<file path="src/rtl/vga_timing_gen_pkg.sv">
// Shared VGA timing definitions: default 640x480@60 geometry, counter
// types sized for the totals, and a window helper used by the axis counters.
package vga_timing_gen_pkg;

    localparam int SCREEN_WIDTH  = 640;
    localparam int SCREEN_HEIGHT = 480;

    localparam int HCOUNT_WIDTH = 10;
    localparam int VCOUNT_WIDTH = 10;

    localparam int H_FP   = 16;
    localparam int H_SYNC = 96;
    localparam int H_BP   = 48;
    localparam int V_FP   = 10;
    localparam int V_SYNC = 2;
    localparam int V_BP   = 33;

    localparam int H_TOTAL = SCREEN_WIDTH + H_FP + H_SYNC + H_BP;
    localparam int V_TOTAL = SCREEN_HEIGHT + V_FP + V_SYNC + V_BP;

    typedef logic [HCOUNT_WIDTH-1:0] hcount_t;
    typedef logic [VCOUNT_WIDTH-1:0] vcount_t;
    typedef logic [15:0]             frame_cnt_t;

    // True when lo <= value < hi; used for the sync window of each axis.
    function automatic logic inWindow(input int value, input int lo, input int hi);
        return (value >= lo) && (value < hi);
    endfunction

endpackage

</file>
<file path="src/rtl/vga_if.sv">
// VGA timing bundle: the generator drives it through src, renderers read it
// through dst.
interface vga_if;

    vga_timing_gen_pkg::hcount_t hcount;
    vga_timing_gen_pkg::vcount_t vcount;
    logic                        hsync;
    logic                        vsync;
    logic                        blank;

    modport src (output hcount, output vcount, output hsync, output vsync, output blank);
    modport dst (input  hcount, input  vcount, input  hsync, input  vsync, input  blank);

endinterface

</file>
<file path="src/rtl/vga_axis_counter.sv">
// One axis of the VGA raster (horizontal or vertical). The count wraps at
// ACTIVE+FP+SYNC+BP-1; blank and sync are derived from the next count and
// registered on the same edge, so they line up with count_out.
// wrap_out is combinational: it flags that this step is the terminal one,
// so the caller can chain the next axis and register its own pulses.
module vga_axis_counter #(
    parameter int ACTIVE = 640,
    parameter int FP     = 16,
    parameter int SYNC   = 96,
    parameter int BP     = 48,
    parameter bit POL    = 1'b0,
    parameter int WIDTH  = 10
) (
    input  logic             clk_in,
    input  logic             rst_n_in,
    input  logic             step_in,
    output logic [WIDTH-1:0] count_out,
    output logic             blank_out,
    output logic             sync_out,
    output logic             wrap_out
);
    import vga_timing_gen_pkg::*;

    localparam int TOTAL = ACTIVE + FP + SYNC + BP;
    localparam logic [WIDTH-1:0] LAST = WIDTH'(TOTAL - 1);

    if (TOTAL > (1 << WIDTH)) begin : gTotalTooWide
        $error("vga_axis_counter: total %0d does not fit in %0d bits", TOTAL, WIDTH);
    end

    logic [WIDTH-1:0] count_q, count_d;
    logic             blank_q, blank_d;
    logic             sync_q, sync_d;

    // Next count plus the blank/sync levels that describe that next position.
    always_comb begin
        wrap_out = step_in && (count_q == LAST);
        count_d  = count_q;
        if (step_in) begin
            count_d = wrap_out ? '0 : count_q + 1'b1;
        end
        blank_d = (32'(count_d) >= ACTIVE);
        sync_d  = inWindow(32'(count_d), ACTIVE + FP, ACTIVE + FP + SYNC) ? POL : ~POL;
    end

    // Axis state register; reset lands on the first visible position.
    always_ff @(posedge clk_in) begin
        if (!rst_n_in) begin
            count_q <= '0;
            blank_q <= 1'b0;
            sync_q  <= ~POL;
        end else begin
            count_q <= count_d;
            blank_q <= blank_d;
            sync_q  <= sync_d;
        end
    end

    assign count_out = count_q;
    assign blank_out = blank_q;
    assign sync_out  = sync_q;

endmodule

</file>
<file path="src/rtl/vga_timing_gen.sv">
// VGA raster timing source. Two chained axis counters advanced by a pixel
// enable drive the vga_if src modport, plus registered line/frame pulses.
// Optional feature macro: VGA_FRAME_CNT_EN adds a 16-bit frame counter port.
module vga_timing_gen #(
    parameter int H_ACTIVE  = vga_timing_gen_pkg::SCREEN_WIDTH,
    parameter int H_FP      = vga_timing_gen_pkg::H_FP,
    parameter int H_SYNC    = vga_timing_gen_pkg::H_SYNC,
    parameter int H_BP      = vga_timing_gen_pkg::H_BP,
    parameter int V_ACTIVE  = vga_timing_gen_pkg::SCREEN_HEIGHT,
    parameter int V_FP      = vga_timing_gen_pkg::V_FP,
    parameter int V_SYNC    = vga_timing_gen_pkg::V_SYNC,
    parameter int V_BP      = vga_timing_gen_pkg::V_BP,
    parameter bit HSYNC_POL = 1'b0,
    parameter bit VSYNC_POL = 1'b0
) (
    input  logic                            clk_in,
    input  logic                            rst_n_in,
    input  logic                            pix_en_in,
    vga_if.src                              vga,
    output logic                            line_start_out,
`ifdef VGA_FRAME_CNT_EN
    output logic                            frame_start_out,
    output vga_timing_gen_pkg::frame_cnt_t  frame_cnt_out
`else
    output logic                            frame_start_out
`endif
);
    import vga_timing_gen_pkg::*;

    hcount_t hCount;
    vcount_t vCount;
    logic    hBlank, vBlank;
    logic    hSync, vSync;
    logic    hWrap, vWrap;
    logic    vStep;
    logic    lineStart_q, frameStart_q;

    assign vStep = pix_en_in && hWrap;

    vga_axis_counter #(
        .ACTIVE (H_ACTIVE),
        .FP     (H_FP),
        .SYNC   (H_SYNC),
        .BP     (H_BP),
        .POL    (HSYNC_POL),
        .WIDTH  (HCOUNT_WIDTH)
    ) uHorizontal (
        .clk_in    (clk_in),
        .rst_n_in  (rst_n_in),
        .step_in   (pix_en_in),
        .count_out (hCount),
        .blank_out (hBlank),
        .sync_out  (hSync),
        .wrap_out  (hWrap)
    );

    vga_axis_counter #(
        .ACTIVE (V_ACTIVE),
        .FP     (V_FP),
        .SYNC   (V_SYNC),
        .BP     (V_BP),
        .POL    (VSYNC_POL),
        .WIDTH  (VCOUNT_WIDTH)
    ) uVertical (
        .clk_in    (clk_in),
        .rst_n_in  (rst_n_in),
        .step_in   (vStep),
        .count_out (vCount),
        .blank_out (vBlank),
        .sync_out  (vSync),
        .wrap_out  (vWrap)
    );

    // Line/frame pulses registered on the edge where the counters wrap.
    always_ff @(posedge clk_in) begin
        if (!rst_n_in) begin
            lineStart_q  <= 1'b0;
            frameStart_q <= 1'b0;
        end else begin
            lineStart_q  <= hWrap;
            frameStart_q <= hWrap && vWrap;
        end
    end

`ifdef VGA_FRAME_CNT_EN
    frame_cnt_t frameCnt_q, frameCnt_d;

    // Frame counter steps on the same edge that raises frame_start_out.
    always_comb begin
        frameCnt_d = frameCnt_q;
        if (hWrap && vWrap) begin
            frameCnt_d = frameCnt_q + 1'b1;
        end
    end

    // Frame counter register.
    always_ff @(posedge clk_in) begin
        if (!rst_n_in) begin
            frameCnt_q <= '0;
        end else begin
            frameCnt_q <= frameCnt_d;
        end
    end

    assign frame_cnt_out = frameCnt_q;
`endif

    assign vga.hcount      = hCount;
    assign vga.vcount      = vCount;
    assign vga.hsync       = hSync;
    assign vga.vsync       = vSync;
    assign vga.blank       = hBlank || vBlank;
    assign line_start_out  = lineStart_q;
    assign frame_start_out = frameStart_q;

endmodule

</file>
<file path="src/flat_wrapper.sv">
// flat-port wrapper written by rule: the top's interface ports become plain ports
module vga_timing_gen_flat import vga_timing_gen_pkg::*;
#(
    parameter int H_ACTIVE  = vga_timing_gen_pkg::SCREEN_WIDTH,
    parameter int H_FP      = vga_timing_gen_pkg::H_FP,
    parameter int H_SYNC    = vga_timing_gen_pkg::H_SYNC,
    parameter int H_BP      = vga_timing_gen_pkg::H_BP,
    parameter int V_ACTIVE  = vga_timing_gen_pkg::SCREEN_HEIGHT,
    parameter int V_FP      = vga_timing_gen_pkg::V_FP,
    parameter int V_SYNC    = vga_timing_gen_pkg::V_SYNC,
    parameter int V_BP      = vga_timing_gen_pkg::V_BP,
    parameter bit HSYNC_POL = 1'b0,
    parameter bit VSYNC_POL = 1'b0
)
  (clk_in, rst_n_in, pix_en_in, line_start_out, frame_start_out, vga_hcount, vga_vcount, vga_hsync, vga_vsync, vga_blank);
  vga_if vga_i ();
  input  logic clk_in;
  input  logic rst_n_in;
  input  logic pix_en_in;
  output logic line_start_out;
  output logic frame_start_out;
  output wire logic [$bits(vga_i.hcount)-1:0] vga_hcount;
  output wire logic [$bits(vga_i.vcount)-1:0] vga_vcount;
  output wire logic [$bits(vga_i.hsync)-1:0] vga_hsync;
  output wire logic [$bits(vga_i.vsync)-1:0] vga_vsync;
  output wire logic [$bits(vga_i.blank)-1:0] vga_blank;
  assign vga_hcount = vga_i.hcount;
  assign vga_vcount = vga_i.vcount;
  assign vga_hsync = vga_i.hsync;
  assign vga_vsync = vga_i.vsync;
  assign vga_blank = vga_i.blank;
  vga_timing_gen #(.H_ACTIVE(H_ACTIVE), .H_FP(H_FP), .H_SYNC(H_SYNC), .H_BP(H_BP), .V_ACTIVE(V_ACTIVE), .V_FP(V_FP), .V_SYNC(V_SYNC), .V_BP(V_BP), .HSYNC_POL(HSYNC_POL), .VSYNC_POL(VSYNC_POL)) u_core (.clk_in(clk_in), .rst_n_in(rst_n_in), .pix_en_in(pix_en_in), .vga(vga_i), .line_start_out(line_start_out), .frame_start_out(frame_start_out));
endmodule
</file>
<file path="config.mk">
export PLATFORM = sky130hd
export DESIGN_NAME = vga_timing_gen_flat
export DESIGN_NICKNAME = d
export VERILOG_FILES = /design/src/rtl/vga_timing_gen_pkg.sv /design/src/rtl/vga_if.sv /design/src/rtl/vga_axis_counter.sv /design/src/rtl/vga_timing_gen.sv /design/src/flat_wrapper.sv
export SDC_FILE = /design/constraint.sdc
export NUM_CORES = 1
export LEC_CHECK = 0
export ABC_CLOCK_PERIOD_IN_PS = 4500
export CAP_MARGIN = 10
export CORE_MARGIN = 10
export CORE_UTILIZATION = 55
export DETAILED_ROUTE_END_ITERATION = 7
export GPL_TIMING_DRIVEN = 0
export PLACE_DENSITY = 0.84
export SYNTH_ARGS = -nofsm -noshare
export SYNTH_HDL_FRONTEND = slang
export SYNTH_SLANG_ARGS = --single-unit
</file>
<file path="constraint.sdc">
create_clock -name clk_in -period 4.5 [get_ports clk_in]
set_input_delay 0.675 -clock clk_in [delete_from_list [all_inputs] [get_ports clk_in]]
set_output_delay 0.675 -clock clk_in [all_outputs]
set_load 0.05 [all_outputs]
</file>
---- Word-level counts from Yosys, hierarchy flattened ----
Index checks and enable logic that the tools add are counted.
storage, ports and cells
  logic and storage cells ................. 31
  bits of input ports ..................... 3
  register bits after elaboration ......... 26
  output and inout port bits .............. 25
cells by class
  equality and inequality tests ........... 2
  add/subtract/negate cells ............... 2
  mux-type cells .......................... 6
  reduce and logical (&&, ||, !) cells .... 7
  magnitude comparators ................... 6
operators with widths
  operator                                                                       count
  10-bit 2-to-1 mux                                                              4
  10-bit by 1-bit adder with 10-bit output, second input constant                2
  10-bit equality test, second input constant                                    2
  10-bit >= comparator, second input constant                                    2
  10-bit by 9-bit >= comparator with 1-bit output, second input constant         2
  10-bit less-than comparator, second input constant                             1
  10-bit by 9-bit less-than comparator with 1-bit output, second input constant  1
  1-bit logical AND                                                              6
  1-bit 2-to-1 mux                                                               2
  1-bit logical OR                                                               1

---- Logic depth before layout (Yosys ltp) ----
  depth in word-level cells ............... 9
  depth in mapped cells ................... 7

---- Hierarchy ----
A second synthesis with hierarchy kept.
unflattened totals
  cells, all modules ...................... 165
  area, all modules ....................... 1456.4 µm²
by module, submodules not included
  module                                  instances  seq. area each (µm²)  cells each  area an instance (µm²)
  vga_axis_counter at u_core.uHorizontal  1          240.2                 86          713.2
  vga_axis_counter at u_core.uVertical    1          240.2                 73          678.2
  vga_timing_gen                          1          40.0                  6           65.1

---- Worst setup path after synthesis ----
No wires, ideal clock.
  kind .................................... reg2reg
  start ................................... register u_core.uHorizontal.count_q[5], in the netlist u_core.uHorizontal.count_out[5]
  end ..................................... register u_core.uVertical.sync_q, in the netlist u_core.uVertical.sync_out
  data required time ...................... 4.378 ns
  clock period less this slack ............ 2.415 ns
  path buffers ............................ 1
  setup time .............................. 0.122 ns
  data arrival time ....................... 2.294 ns
  cell stages (with the launch flop) ...... 7
  slack ................................... 2.085 ns
  cell sequence ........................... dfxtp_1 buf_6 or4b_4 nor4_1 mux2i_1 o2111ai_1 a221o_1
between the ends
  word-level cells in the longest chain between the ends .. 9
ends and longest elaborated chain
  what                                                                                                                              RTL line                  text
  from (decl)                                                                                                                       vga_axis_counter.sv:31    logic [WIDTH-1:0] count_q, count_d;
  from (signal assigned)                                                                                                            vga_axis_counter.sv:53    count_q <= count_d;
  10-bit equality test *                                                                                                            vga_axis_counter.sv:37    wrap_out = step_in && (count_q == LAST);
  1-bit logical AND *                                                                                                               vga_axis_counter.sv:37
  1-bit logical AND *                                                                                                               vga_timing_gen.sv:38      assign vStep = pix_en_in && hWrap;
  1-bit logical AND                                                                                                                 vga_axis_counter.sv:37
  10-bit 2-to-1 mux                                                                                                                 vga_axis_counter.sv:40    count_d = wrap_out ? '0 : count_q + 1'b1;
  10-bit 2-to-1 mux *                                                                                                               vga_axis_counter.sv:39    if (step_in) begin
  10-bit by 9-bit >= comparator with 1-bit output / 10-bit by 9-bit less-than comparator with 1-bit output (equally long branches)  vga_timing_gen_pkg.sv:27  return (value >= lo) && (value < hi);
  1-bit logical AND *                                                                                                               vga_timing_gen_pkg.sv:27
  1-bit 2-to-1 mux *                                                                                                                vga_axis_counter.sv:43    sync_d = inWindow(32'(count_d), ACTIVE + FP, ACTIVE + FP + SYNC) ? POL : ~POL;
  to (signal assigned)                                                                                                              vga_axis_counter.sv:51    sync_q <= ~POL;
  to (signal assigned)                                                                                                              vga_axis_counter.sv:55    sync_q <= sync_d;
  to (decl)                                                                                                                         vga_axis_counter.sv:33    logic sync_q, sync_d;
Every way passes the cells marked *; elsewhere a longest branch is shown, timed or not.
A chain may end at the register's enable or synchronous reset.

---- Final worst setup path ----
  start ................................... register u_core.uHorizontal.count_q[7], in the netlist u_core.uHorizontal.count_out[7]
  end ..................................... register u_core.uVertical.sync_q, in the netlist u_core.uVertical.sync_out
The elaborated chain is that of the path after synthesis.

==> flow_summary.json <==
{
  "status": "completed",
  "cp_slowest_cell": "nor4_1",
  "fin_crit_sh": 0.572,
  "post-dp-hpwl_mm": 2.62,
  "yosys.area.top_type": "dfxtp_1",
  "fp.dieH_um": 71.0,
  "nets": 205,
  "cts_setup_buffers": 0,
  "rsz0062_at_grt": "false",
  "synthCells": 168,
  "grt_pass1_wl_mm": 5.73,
  "vias_per_cell": 5.82,
  "regArea_um2": 520,
  "vias": 1328,
  "p_leak_uw": 0.000619,
  "worst_slew_pin_slew_ns": 0.828,
  "port_buffers": 26,
  "criticalPathCategory": "flip-flop to flip-flop",
  "multi_input_comb_area_um2": 842,
  "ios": 28,
  "synth-edff-count": 0,
  "finalMaxSlewViolations": 0,
  "gp_congestion": 0.834,
  "yosysMostFrequentCell": "dfxtp_1",
  "wl_per_cell_um": 15.1,
  "synth_common_cells": "dfxtp_1, nand2_1, nand4_1, nor2_1, nand3_1",
  "drive_above_1_share": 0.0808,
  "met2_usage": 0.207,
  "syn-num-nets": 174,
  "ys_seq_area_frac": 0.364,
  "die_w_um": 71.0,
  "finalCriticalPeriod_ns": 2.57,
  "setup_violations": 0,
  "hp-class": "flip-flop to flip-flop",
  "relSlewSlack": 0.443,
  "met3_usage": 0.0502,
  "clock_path_buffers": 2,
  "crit_path_max_fanout": 8,
  "ys_top_cells_by_area": "dfxtp_1, nand4_1, xnor2_1",
  "num_antenna_cells": 0,
  "dpl_cell_area_mm2": 0.00173,
  "worst_ep_required_time_ns": 4.72,
  "ys_warn_count": 0,
  "synth_top_area_share": 0.364,
  "drtIter0Drc": 103,
  "utilization": 0.719,
  "dp.cells": 224,
  "drv_cap": 0,
  "first_pass_iters": 4,
  "place_ws_ns": 1.93,
  "final_hold_viol_count": 0,
  "area_delta_synth_final_pct": 24.5,
  "design_area_mm2": 0.00178,
  "worst_setup_path_end_kind": "flip-flop",
  "hold_buffers": 0,
  "worst_slack_ns": 1.93,
  "antenna_found_initial": 0,
  "max_freq_ghz": 0.389,
  "grt_max_degree": 16,
  "cts.repair.resized": 0,
  "crit_path_max_incr_delay_ns": 0.59,
  "crit_chain": "buf_2, or4b_4, nor4_1, mux2i_1, o2111ai_1, a221o_1",
  "grt_usage": 0.131,
  "tritoncts": "yes",
  "tns_ns": 0,
  "clkTransAtPathRegs_ns": 0.15,
  "die_area_mm2": 0.00504,
  "syn_area_per_cell_um2": 8.51,
  "fillers": 221,
  "worstSetupStartpointType": "flip-flop",
  "synth.distinct_cells": 45,
  "drt_wl_total_mm": 3.44,
  "use_met1": 0.159,
  "cts_sinks": 26,
  "synth_ff_type": "dfxtp_1",
  "cts_inserted_buffers": 3,
  "ant_nets": 0,
  "p_per_area_mw_per_mm2": 231,
  "clockRootBuffer": "clkbuf_4",
  "fin_skew_ns": 0.00622,
  "drc_errors": 0,
  "num_rows": 18,
  "clk_latency_ns": 0.32,
  "start_util": 0.577,
  "overflow": 0,
  "design.core.area_mm2": 0.00248,
  "grt_pass1_vias": 1233,
  "ir_drop_mv": 0.238,
  "fin_cells": 228,
  "top_usage_layer": "met2",
  "netlist_area_mm2": 0.00143,
  "htree_levels": 1,
  "synth.ff_latch_count": 26,
  "critPathArrivalTime_ns": 2.79,
  "synth-async-reset-ratio": 0
}
worst paths after layout:
path              cells past startpoint                       startpoint                         endpoint  slack, ns
setup / recovery                      6  u_core.uHorizontal.count_out[7]        u_core.uVertical.sync_out       1.93
hold / removal                        2  u_core.uHorizontal.count_out[0]  u_core.uHorizontal.count_out[0]       0.54
setup reg to reg                      6  u_core.uHorizontal.count_out[7]        u_core.uVertical.sync_out       1.93
hold reg to reg                       2  u_core.uHorizontal.count_out[0]  u_core.uHorizontal.count_out[0]       0.54
layout make-up:
cell class / count / area share
flip-flops and latches: 26 / 0.292
inverters: 4 / 0.00843
well taps: 30 / 0.0211
repair buffers: 26 / 0.146
clock inverters: 1 / 0.0169
clock buffers: 3 / 0.0126
plain buffers: 11 / 0.0295
multi-input cells: 127 / 0.473
per-layer routing:
| layer | vias to the layer above | part of all wire |
|---|---|---|
| li1 | 662 | - |
| met1 | 613 | 0.43 |
| met2 | 46 | 0.47 |
| met3 | 7 | 0.087 |
| met4 | 0 | 0.014 |
| met5 | - | 0 |
flip-flops by register name, summed over array words and instances, names as in the netlist:
register / cells
u_core.uHorizontal.blank_out: 1
u_core.uHorizontal.count_out: 10
u_core.line_start_out: 1
u_core.uVertical.count_out: 10
u_core.uVertical.sync_out: 1
u_core.uHorizontal.sync_out: 1
u_core.uVertical.blank_out: 1
u_core.frame_start_out: 1
per-stage QoR:
stage | hold WS, ns | power (uW)
after detailed placement | 0.523 | 255
after global placement | 0.500 | 254
after CTS | 0.548 | 414
final | 0.538 | 411
after floorplan | 0.721 | 249
after global routing | 0.592 | 426
critical path, delay by kind of cell, from the launching register on:
family / cells / cell delay (ns)
AO/OA/AOI/OAI: 2 / 0.53
buffers and inverters: 1 / 0.17
flip-flops: 1 / 0.33
multiplexers: 1 / 0.27
AND/OR/NAND/NOR: 2 / 1.16
cells in the final DEF (no fill, tap or decap), types with 3 or more instances in the layout:
| cell type | n |
|---|---|
| xor2_1 | 7 |
| inv_1 | 4 |
| and2_1 | 6 |
| nand4_1 | 11 |
| clkbuf_1 | 6 |
| clkdlybuf4s50_1 | 26 |
| clkbuf_4 | 3 |
| and3_1 | 3 |
| nand2b_1 | 4 |
| or3_1 | 4 |
| a21boi_0 | 4 |
| xnor2_1 | 7 |
| nand3_1 | 9 |
| o21ai_0 | 5 |
| nor2_1 | 10 |
| buf_2 | 3 |
| ha_1 | 3 |
| a21oi_1 | 8 |
| dfxtp_1 | 26 |
| nand2_1 | 12 |
| nor2b_1 | 3 |
| mux2i_1 | 3 |
kinds of logic (layout without fill, tap and decap cells):
kind of cell             after synthesis  in the layout  share of synthesized area
buffers and inverters                 15             45                     0.0472
flip-flops                            26             26                      0.364
multiplexers                           3              3                     0.0210
AO/OA/AOI/OAI                         28             28                      0.125
AND/OR/NAND/NOR                       79             79                      0.331
adder cells (fa/ha/maj)                3              3                     0.0262
XOR/XNOR                              14             14                     0.0857
power breakdown:
group	total (uW)	switching, uW	internal (uW)
sequential	233	1.53	232
clock	161	71.3	90.1
combinational	16.5	10.6	5.92
total	411	83.5	328
Power figures use the tool's default switching activity.
